`src/rtl/mismatch_stim_gen_if.sv`:
```
// ---------------------------------------------------------------------------
// mismatch_stim_gen_if
// Bundles the run enable, the mismatch-gain configuration handshake and the
// stimulus outputs of mismatch_stim_gen.
//   en        run enable, looked at only at slot start
//   cfg_vld   new gain offered            cfg_rdy  gain shadow register free
//   cfg_gr/gi signed Q1.15 gain (re/im)
//   clkdv     data clock, clk/8
//   rr/ri     signed QPSK reference       xr/xi    signed mismatched sample
// master: the side that drives enable/configuration and consumes stimulus.
// slave : the stimulus generator itself.
// ---------------------------------------------------------------------------
interface mismatch_stim_gen_if;
  logic               en;
  logic               cfg_vld;
  logic               cfg_rdy;
  logic signed [15:0] cfg_gr;
  logic signed [15:0] cfg_gi;
  logic               clkdv;
  logic signed [15:0] rr;
  logic signed [15:0] ri;
  logic signed [15:0] xr;
  logic signed [15:0] xi;

  modport master (
    output en, cfg_vld, cfg_gr, cfg_gi,
    input  cfg_rdy, clkdv, rr, ri, xr, xi
  );

  modport slave (
    input  en, cfg_vld, cfg_gr, cfg_gi,
    output cfg_rdy, clkdv, rr, ri, xr, xi
  );
endinterface

```
`src/rtl/mismatch_stim_gen.sv`:
```
// ---------------------------------------------------------------------------
// mismatch_stim_gen
// Stimulus source for the complex adaptive mismatch compensator. Each 8-clock
// slot draws one PRBS15-driven QPSK symbol (sr, si), multiplies it by the
// active complex gain on one shared 16x16 multiplier and presents both the
// clean symbol (rr/ri) and the mismatched one (xr/xi) for the whole next
// slot, together with the clk/8 data clock clkdv.
// Ports:
//   clk    system clock
//   rst_n  asynchronous active-low reset, clears all state
//   bus    mismatch_stim_gen_if.slave (en, cfg handshake, clkdv, rr/ri/xr/xi)
// ---------------------------------------------------------------------------
module mismatch_stim_gen #(
  parameter logic signed [15:0] AMP       = 16'sd23170,
  parameter logic        [14:0] LFSR_SEED = 15'h7FFF
) (
  input  logic               clk,
  input  logic               rst_n,
  mismatch_stim_gen_if.slave bus
);

  localparam int DATA_W = 16;
  localparam int COEF_W = 16;
  localparam int PROD_W = DATA_W + COEF_W;
  localparam int ACC_W  = PROD_W + 1;

  localparam logic signed [DATA_W-1:0] NEG_AMP = -AMP;
  localparam logic signed [DATA_W-1:0] GAIN_ONE = 16'sh7FFF;
  localparam logic signed [ACC_W-1:0]  SAT_MAX = ACC_W'(32767);
  localparam logic signed [ACC_W-1:0]  SAT_MIN = ACC_W'(-32768);

  // Q2.30 accumulator back to Q1.15: floor shift, then clamp.
  function automatic logic signed [DATA_W-1:0] sat16(input logic signed [ACC_W-1:0] a);
    logic signed [ACC_W-1:0] s;
    s = a >>> (DATA_W - 1);
    if (s > SAT_MAX)      return 16'sh7FFF;
    else if (s < SAT_MIN) return 16'sh8000;
    else                  return $signed(s[DATA_W-1:0]);
  endfunction

  logic        [2:0]         cnt;
  logic                      clkdv_q;
  logic        [14:0]        lfsr;
  logic signed [COEF_W-1:0]  gr_act, gi_act, gr_shd, gi_shd;
  logic                      pending;
  logic                      vld_p0;
  logic signed [DATA_W-1:0]  sr_p0, si_p0;
  logic signed [PROD_W-1:0]  prod_p1;
  logic signed [ACC_W-1:0]   acc_r_p2, acc_i_p2;
  logic signed [DATA_W-1:0]  rr_q, ri_q, xr_q, xi_q;

  logic                      slot_start;
  logic                      cfg_acc;
  logic signed [DATA_W-1:0]  mul_a;
  logic signed [COEF_W-1:0]  mul_b;
  logic signed [PROD_W-1:0]  mul_y;

  assign slot_start = (cnt == 3'd0);
  // The shadow register is free exactly when no transfer is pending.
  assign cfg_acc    = bus.cfg_vld & ~pending;

  // Operand schedule: cnt1 sr*gr, cnt2 si*gi, cnt3 sr*gi, cnt4 si*gr.
  assign mul_a = (cnt == 3'd1 || cnt == 3'd3) ? sr_p0 : si_p0;
  assign mul_b = (cnt == 3'd1 || cnt == 3'd4) ? gr_act : gi_act;
  assign mul_y = PROD_W'(mul_a) * PROD_W'(mul_b);

  always_ff @(posedge clk or negedge rst_n) begin
    if (!rst_n) begin
      cnt      <= 3'd0;
      clkdv_q  <= 1'b0;
      lfsr     <= LFSR_SEED;
      gr_act   <= GAIN_ONE;
      gi_act   <= '0;
      gr_shd   <= GAIN_ONE;
      gi_shd   <= '0;
      pending  <= 1'b0;
      vld_p0   <= 1'b0;
      sr_p0    <= '0;
      si_p0    <= '0;
      prod_p1  <= '0;
      acc_r_p2 <= '0;
      acc_i_p2 <= '0;
      rr_q     <= '0;
      ri_q     <= '0;
      xr_q     <= '0;
      xi_q     <= '0;
    end else begin
      cnt     <= cnt + 3'd1;
      clkdv_q <= cnt[2];

      if (cfg_acc) begin
        gr_shd <= bus.cfg_gr;
        gi_shd <= bus.cfg_gi;
      end
      // An accept at slot start only arms the transfer for the next slot.
      if (cfg_acc)         pending <= 1'b1;
      else if (slot_start) pending <= 1'b0;

      // ---- stage p0: slot start, gain transfer and symbol draw ----
      if (slot_start) begin
        vld_p0 <= bus.en;
        if (pending) begin
          gr_act <= gr_shd;
          gi_act <= gi_shd;
        end
        if (bus.en) begin
          sr_p0 <= lfsr[14] ? NEG_AMP : AMP;
          si_p0 <= lfsr[13] ? NEG_AMP : AMP;
          // Two steps of x^15 + x^14 + 1 per symbol.
          lfsr  <= {lfsr[12:0], lfsr[14] ^ lfsr[13], lfsr[13] ^ lfsr[12]};
        end
      end

      // ---- stage p1/p2: shared multiplier, product then accumulate ----
      case (cnt)
        3'd1, 3'd3: prod_p1  <= mul_y;
        3'd2:       acc_r_p2 <= ACC_W'(prod_p1) - ACC_W'(mul_y);
        3'd4:       acc_i_p2 <= ACC_W'(prod_p1) + ACC_W'(mul_y);
        default:    ;
      endcase

      // ---- output stage: publish at the end of an enabled slot ----
      if (cnt == 3'd7 && vld_p0) begin
        rr_q <= sr_p0;
        ri_q <= si_p0;
        xr_q <= sat16(acc_r_p2);
        xi_q <= sat16(acc_i_p2);
      end
    end
  end

  assign bus.cfg_rdy = ~pending;
  assign bus.clkdv   = clkdv_q;
  assign bus.rr      = rr_q;
  assign bus.ri      = ri_q;
  assign bus.xr      = xr_q;
  assign bus.xi      = xi_q;

endmodule

```
`src/flat_wrapper.sv`:
```
// flat-port wrapper written by rule: the top's interface ports become plain ports
module mismatch_stim_gen_flat 
#(
  parameter logic signed [15:0] AMP       = 16'sd23170,
  parameter logic        [14:0] LFSR_SEED = 15'h7FFF
)
  (clk, rst_n, bus_en, bus_cfg_vld, bus_cfg_gr, bus_cfg_gi, bus_cfg_rdy, bus_clkdv, bus_rr, bus_ri, bus_xr, bus_xi);
  mismatch_stim_gen_if bus_i ();
  input  logic clk;
  input  logic rst_n;
  input wire logic [$bits(bus_i.en)-1:0] bus_en;
  input wire logic [$bits(bus_i.cfg_vld)-1:0] bus_cfg_vld;
  input wire logic [$bits(bus_i.cfg_gr)-1:0] bus_cfg_gr;
  input wire logic [$bits(bus_i.cfg_gi)-1:0] bus_cfg_gi;
  output wire logic [$bits(bus_i.cfg_rdy)-1:0] bus_cfg_rdy;
  output wire logic [$bits(bus_i.clkdv)-1:0] bus_clkdv;
  output wire logic [$bits(bus_i.rr)-1:0] bus_rr;
  output wire logic [$bits(bus_i.ri)-1:0] bus_ri;
  output wire logic [$bits(bus_i.xr)-1:0] bus_xr;
  output wire logic [$bits(bus_i.xi)-1:0] bus_xi;
  assign bus_i.en = bus_en;
  assign bus_i.cfg_vld = bus_cfg_vld;
  assign bus_i.cfg_gr = bus_cfg_gr;
  assign bus_i.cfg_gi = bus_cfg_gi;
  assign bus_cfg_rdy = bus_i.cfg_rdy;
  assign bus_clkdv = bus_i.clkdv;
  assign bus_rr = bus_i.rr;
  assign bus_ri = bus_i.ri;
  assign bus_xr = bus_i.xr;
  assign bus_xi = bus_i.xi;
  mismatch_stim_gen #(.AMP(AMP), .LFSR_SEED(LFSR_SEED)) u_core (.clk(clk), .rst_n(rst_n), .bus(bus_i));
endmodule
```
`config.mk`:
```
export PLATFORM = sky130hd
export DESIGN_NAME = mismatch_stim_gen_flat
export DESIGN_NICKNAME = d
export VERILOG_FILES = /design/src/rtl/mismatch_stim_gen_if.sv /design/src/rtl/mismatch_stim_gen.sv /design/src/flat_wrapper.sv
export SDC_FILE = /design/constraint.sdc
export NUM_CORES = 1
export LEC_CHECK = 0
export CAP_MARGIN = 20
export CORE_MARGIN = 2
export CORE_UTILIZATION = 65
export CTS_BUF_LIST = sky130_fd_sc_hd__clkbuf_8
export DETAILED_ROUTE_END_ITERATION = 12
export PLACE_DENSITY = 0.87
export SLEW_MARGIN = 40
export SYNTH_ARGS = -nofsm -noshare
export SYNTH_HDL_FRONTEND = slang
export SYNTH_SLANG_ARGS = --single-unit
export TNS_END_PERCENT = 5
```
`constraint.sdc`:
```
create_clock -name clk -period 20.5 [get_ports clk]
set_clock_uncertainty 0.1 [all_clocks]
set_input_delay 3.075 -clock clk [delete_from_list [all_inputs] [get_ports clk]]
set_output_delay 3.075 -clock clk [all_outputs]
set_load 0.1 [all_outputs]
```
Word level (Yosys, flattened, before mapping)
Index checks and enable logic that the tools add are counted.

word-level totals
  bits of input ports = 36
  output and inout port bits = 66
  bits in registers = 279
  word-level logic and storage cells = 53

cells by class
  multipliers = 1
  $lt $le $gt $ge = 4
  equality and inequality tests = 5
  multiplexer cells = 10
  $add $sub $neg = 3
  bitwise operators = 4
  reductions and logical operators = 8

operator list
  operator              number
  $mux 16               8
  $gt 18x16->1 const B  2
  $lt 18x16->1 const B  2
  $add 32x32->33        1
  $sub 32x32->33        1
  $mul 16x16->32        1
  $eq 3x2->1 const B    2
  $eq 3x3->1 const B    2
  $reduce_and 2->1      2
  $add 3x1->3 const B   1
  $eq 3x1->1 const B    1
  $logic_not 3->1       1
  $logic_or 1x1->1      2
  $mux 1                2
  $reduce_bool 2->1     1
  $reduce_or 2->1       1
  $xor 1x1->1           2
  $and 1x1->1           1
  $logic_and 1x1->1     1
  $not 1->1             1

Logic depth before layout (Yosys ltp)
  depth in word-level cells = 5
  depth in mapped cells = 41
  gate-level depth less buffers = 39

Worst setup path after synthesis
Ideal clock, no wire load.

  path kind = register -> register
  start = reg u_core.cnt[0]
  end = reg u_core.acc_r_p2[32]
  arrival time = 9.124 ns
  period minus slack after synthesis = 9.289 ns
  path buffers = 3
  stages on the path, launching flop included = 39
  setup time = 0.065 ns
  required time = 20.335 ns
  setup slack = 11.211 ns
  cells stage by stage = dfrtp_1 > inv_1 > ha_1 > and2_1 > clkbuf_1 > a21oi_1 > buf_2 > mux2i_1 > or2_2 > inv_1 > fa_1 > inv_1 > fa_1 > fa_1 > inv_1 > fa_1 > fa_1 > inv_1 > [3 not listed] > a21o_1 > a21o_1 > a41o_1 > a21o_1 > a21o_1 > xnor2_1 > inv_1 > ha_1 > buf_2 > nand2b_1 > nor3b_1 > o311ai_0 > a21oi_1 > a21oi_2 > a211oi_2 > o31ai_2 > a2111oi_2 > o22a_1

on the way
  word-level cells in the longest chain between the ends = 5
  elaborated cells on any way between the ends = 10
  classes of those cells = add/sub: 1; mul: 1; eq/ne: 4; mux: 2; reduce/logical: 2

ends and longest elaborated chain
  item                                        line                                              RTL
  from (decl)                                 mismatch_stim_gen.sv:41                           logic [2:0] cnt;
  from (signal assigned)                      mismatch_stim_gen.sv:88                           cnt <= cnt + 3'd1;
  $eq 3x1->1, or another cell as far along    mismatch_stim_gen.sv:63, mismatch_stim_gen.sv:64
  $logic_or 1x1->1, on equally long branches  mismatch_stim_gen.sv:63, mismatch_stim_gen.sv:64
  $mux 16, on equally long branches           mismatch_stim_gen.sv:63, mismatch_stim_gen.sv:64
  $mul 16x16->32 *                            mismatch_stim_gen.sv:65                           assign mul_y = PROD_W'(mul_a) * PROD_W'(mul_b);
  named net u_core.mul_y[19]                  mismatch_stim_gen.sv:56                           logic signed [PROD_W-1:0] mul_y;
  $sub 32x32->33 *                            mismatch_stim_gen.sv:117                          3'd2: acc_r_p2 <= ACC_W'(prod_p1) - ACC_W'(mul_y);
  to (signal assigned)                        mismatch_stim_gen.sv:117
  to (decl)                                   mismatch_stim_gen.sv:49                           logic signed [ACC_W-1:0] acc_r_p2, acc_i_p2;

Mark *: on every way through the listed nets, which the timed path passes. The rest lies on a longest branch.
A chain may end at the register's enable or synchronous reset.

Final worst setup path
Same ends and word-level chain as after synthesis.

==> impl_results.md <==
* Startpoint Class: flip-flop
* Antenna Cells at 0
* Worst hold path class: reg2reg
* First-pass DRT Iterations at 5
* Area of the multi-input gates at 0.0117 mm2
* Vias at 13099
* Relative slew slack at 0.431
* Die Y at 172 um
* Synth unique cells at 71
* CP Capture Type: flip-flop
* Reg area at 0.00492 mm2
* Routability cong. at 0.978
* Critical Path RT at 20790 ps
* DR DRC count at 0
* Clk_lat worst skew at 500 ps
* R2R Setup Slk at 10430 ps
* GR peak layer: met2
* Post-CTS Setup Bufs at 0
* Initial Utilization at 0.660
* Number of enable flip-flop cells after synthesis at 0
* Cells after Synth at 1931
* Synth Register Bits at 194
* CTS clk-pin slew, worst paths at 110 ps
* Critical path's most frequent cell: fa_1
* Max-slew violation count at 0
* Drt via density at 5.55
* H-tree Lvls at 4
* Maxcap violations at 0
* Fill count at 2114
* Most frequent cell after synthesis: inv_1
* Worst-Margin Slew at 850 ps
* Synth async-reset ratio at 1.00
* WL/cell at 16.7 um
* IO Pins at 102
* Clk buf depth at 2
* Maximum clock rate at 99.3 MHz
* Yosys top cell area share at 0.231
* First DRT Iteration DRCs at 730
* Vias in the first global route at 13435
* Synth area leader: fa_1
* Avg Cell Area, Syn at 9.50 um2
* TritonCTS sink count at 194
* Final hold vios at 0
* Num rows at 61
* Nets at 2363
* Die ar. at 0.0296 mm2
* M3 GR Usage at 0.0405
* Cts repair resizes at 0
* Maximum fanout along the worst path at 16
* Detail Route Antenna Nets at 0
* Initial antenna violation count at 0
* DP HPWL at 32000 um
* Largest net degree at the start of global routing at 70
* Unrepaired setup endpoints after global routing: no
* CTS Buf Count at 17
* Grt ovf at 0
* Fraction of the yosys area taken by sequential cells at 0.268
* Final Cycle Share at 0.491
* Main area contributors after synthesis: fa_1, dfrtp_1, ha_1, inv_1, dfstp_2
* Slowest-stage cell, CP: fa_1
* Gr usage total at 0.284
* Max stage delay on crit path at 1000 ps
* Mapped Area at 0.0183 mm2
* WP data arrival at 10360 ps
* Input/output buffers at 99
* Hold buffers post-CTS at 0
* YS warnings at 0
* Chip width at 172 um
* Post-Route WL at 39300 um
* Synth cell count leaders: inv_1, nand2_1, fa_1
* GR Util met2 at 0.498
* Outcome: completed
* CTS root buffer: clkbuf_8
* Final setup viols at 0
* Fraction of layout cells with a size suffix above 1 at 0.137
* Area Overhead vs Synth at 6.52%
* Setup TNS at 0 ps
* Crit Path Class: reg2reg
* Min Tclk post-route at 10070 ps
* First-pass GRT wire length at 66200 um
* CTS tree: built
* Post-synth top flop: dfrtp_1
* Core box area at 0.0278 mm2
* Met1 Usage GRT at 0.363
critical path: cells and delay by family (launching register included):
kind	cells	cell delay, ps
flops	1	430
simple gates	4	1160
buf+inv	6	870
compound gates	11	2160
fa+ha+maj	9	4750
xor+xnor	1	280
mux	1	180
final cells by class:
type | count | area share
multi-input cells | 1301 | 0.600
flip-flops and latches | 194 | 0.252
inverters | 347 | 0.0667
repair buffers | 107 | 0.0380
well taps | 378 | 0.0242
clock buffers | 17 | 0.0120
clock inverters | 15 | 0.00743
flip-flops by register name, summed over array words and instances, names as in the netlist, 2 cells and up:
name / flops
u_core.bus.xr: 16
u_core.gr_act: 16
u_core.sr_p0: 2
u_core.lfsr: 15
u_core.bus.ri: 3
u_core.acc_r_p2: 18
u_core.acc_i_p2: 18
u_core.bus.xi: 16
u_core.gi_shd: 16
u_core.si_p0: 3
u_core.cnt: 3
u_core.gi_act: 16
u_core.bus.rr: 2
u_core.prod_p1: 31
u_core.gr_shd: 16
layer usage:
layer,part of all wire,vias up
met2,0.50,375
met5,0,-
met3,0.045,74
met1,0.43,6463
met4,0.027,0
li1,-,6187
through the flow:
stage / std cells / instance area [um2] / setup WS, ps / util / hold slack (ps)
after floorplan: 1932 / 18300 / 11210 / - / 335
after global placement: 2327 / 19400 / 10510 / 0.700 / 338
after detailed placement: 2327 / 19100 / 10480 / 0.689 / 343
after CTS: 2359 / 19500 / 10460 / 0.702 / 361
after global routing: 2359 / 19500 / 9630 / 0.703 / 371
final: 2359 / 19500 / 10430 / 0.703 / 356
kinds of logic after synthesis:
logic type,share of synthesized area
xor+xnor,0.0253
buf+inv,0.0952
simple gates,0.112
mux,0.0547
other cells,0.000205
compound gates,0.113
fa+ha+maj,0.332
flops,0.268
path summary, 6_finish.rpt:
path	end	cells past startpoint	startpoint
setup / recovery	u_core.acc_r_p2[32]$_DFFE_PN0N_	32	u_core.cnt[0]$_DFF_PN0_
hold / removal	u_core.lfsr[13]$_DFFE_PN1P_	2	u_core.lfsr[11]$_DFFE_PN1P_
setup reg to reg	u_core.acc_r_p2[32]$_DFFE_PN0N_	32	u_core.cnt[0]$_DFF_PN0_
hold reg to reg	u_core.lfsr[13]$_DFFE_PN1P_	2	u_core.lfsr[11]$_DFFE_PN1P_
max in group asynchronous	u_core.gi_shd[11]$_DFFE_PN0P_	2	rst_n
min in group asynchronous	u_core.bus.xr[1]$_DFFE_PN0P_	1	rst_n
layout by cell type (no fill, tap or decap), drive strengths merged, types with 4 or more instances in the layout:
cell	n
a2111oi	6
a211oi	6
a21o	17
a21oi	57
and2	5
and3	7
buf	72
clkbuf	18
clkdlybuf4s50	34
clkinv	6
dfrtp	149
dfstp	45
fa	212
ha	147
inv	355
mux2	73
mux2i	18
nand2	221
nand2b	18
nand3	10
nand4	6
nor2	113
nor2b	20
nor3	21
nor4	4
o211ai	4
o21a	16
o21ai	157
o21bai	12
o31ai	17
or2	21
or3	11
xnor2	40
xor2	13
Power is left out: the tool's default activity adds up to more than one toggle a clock period on the data nets, which glitch-free logic cannot reach.
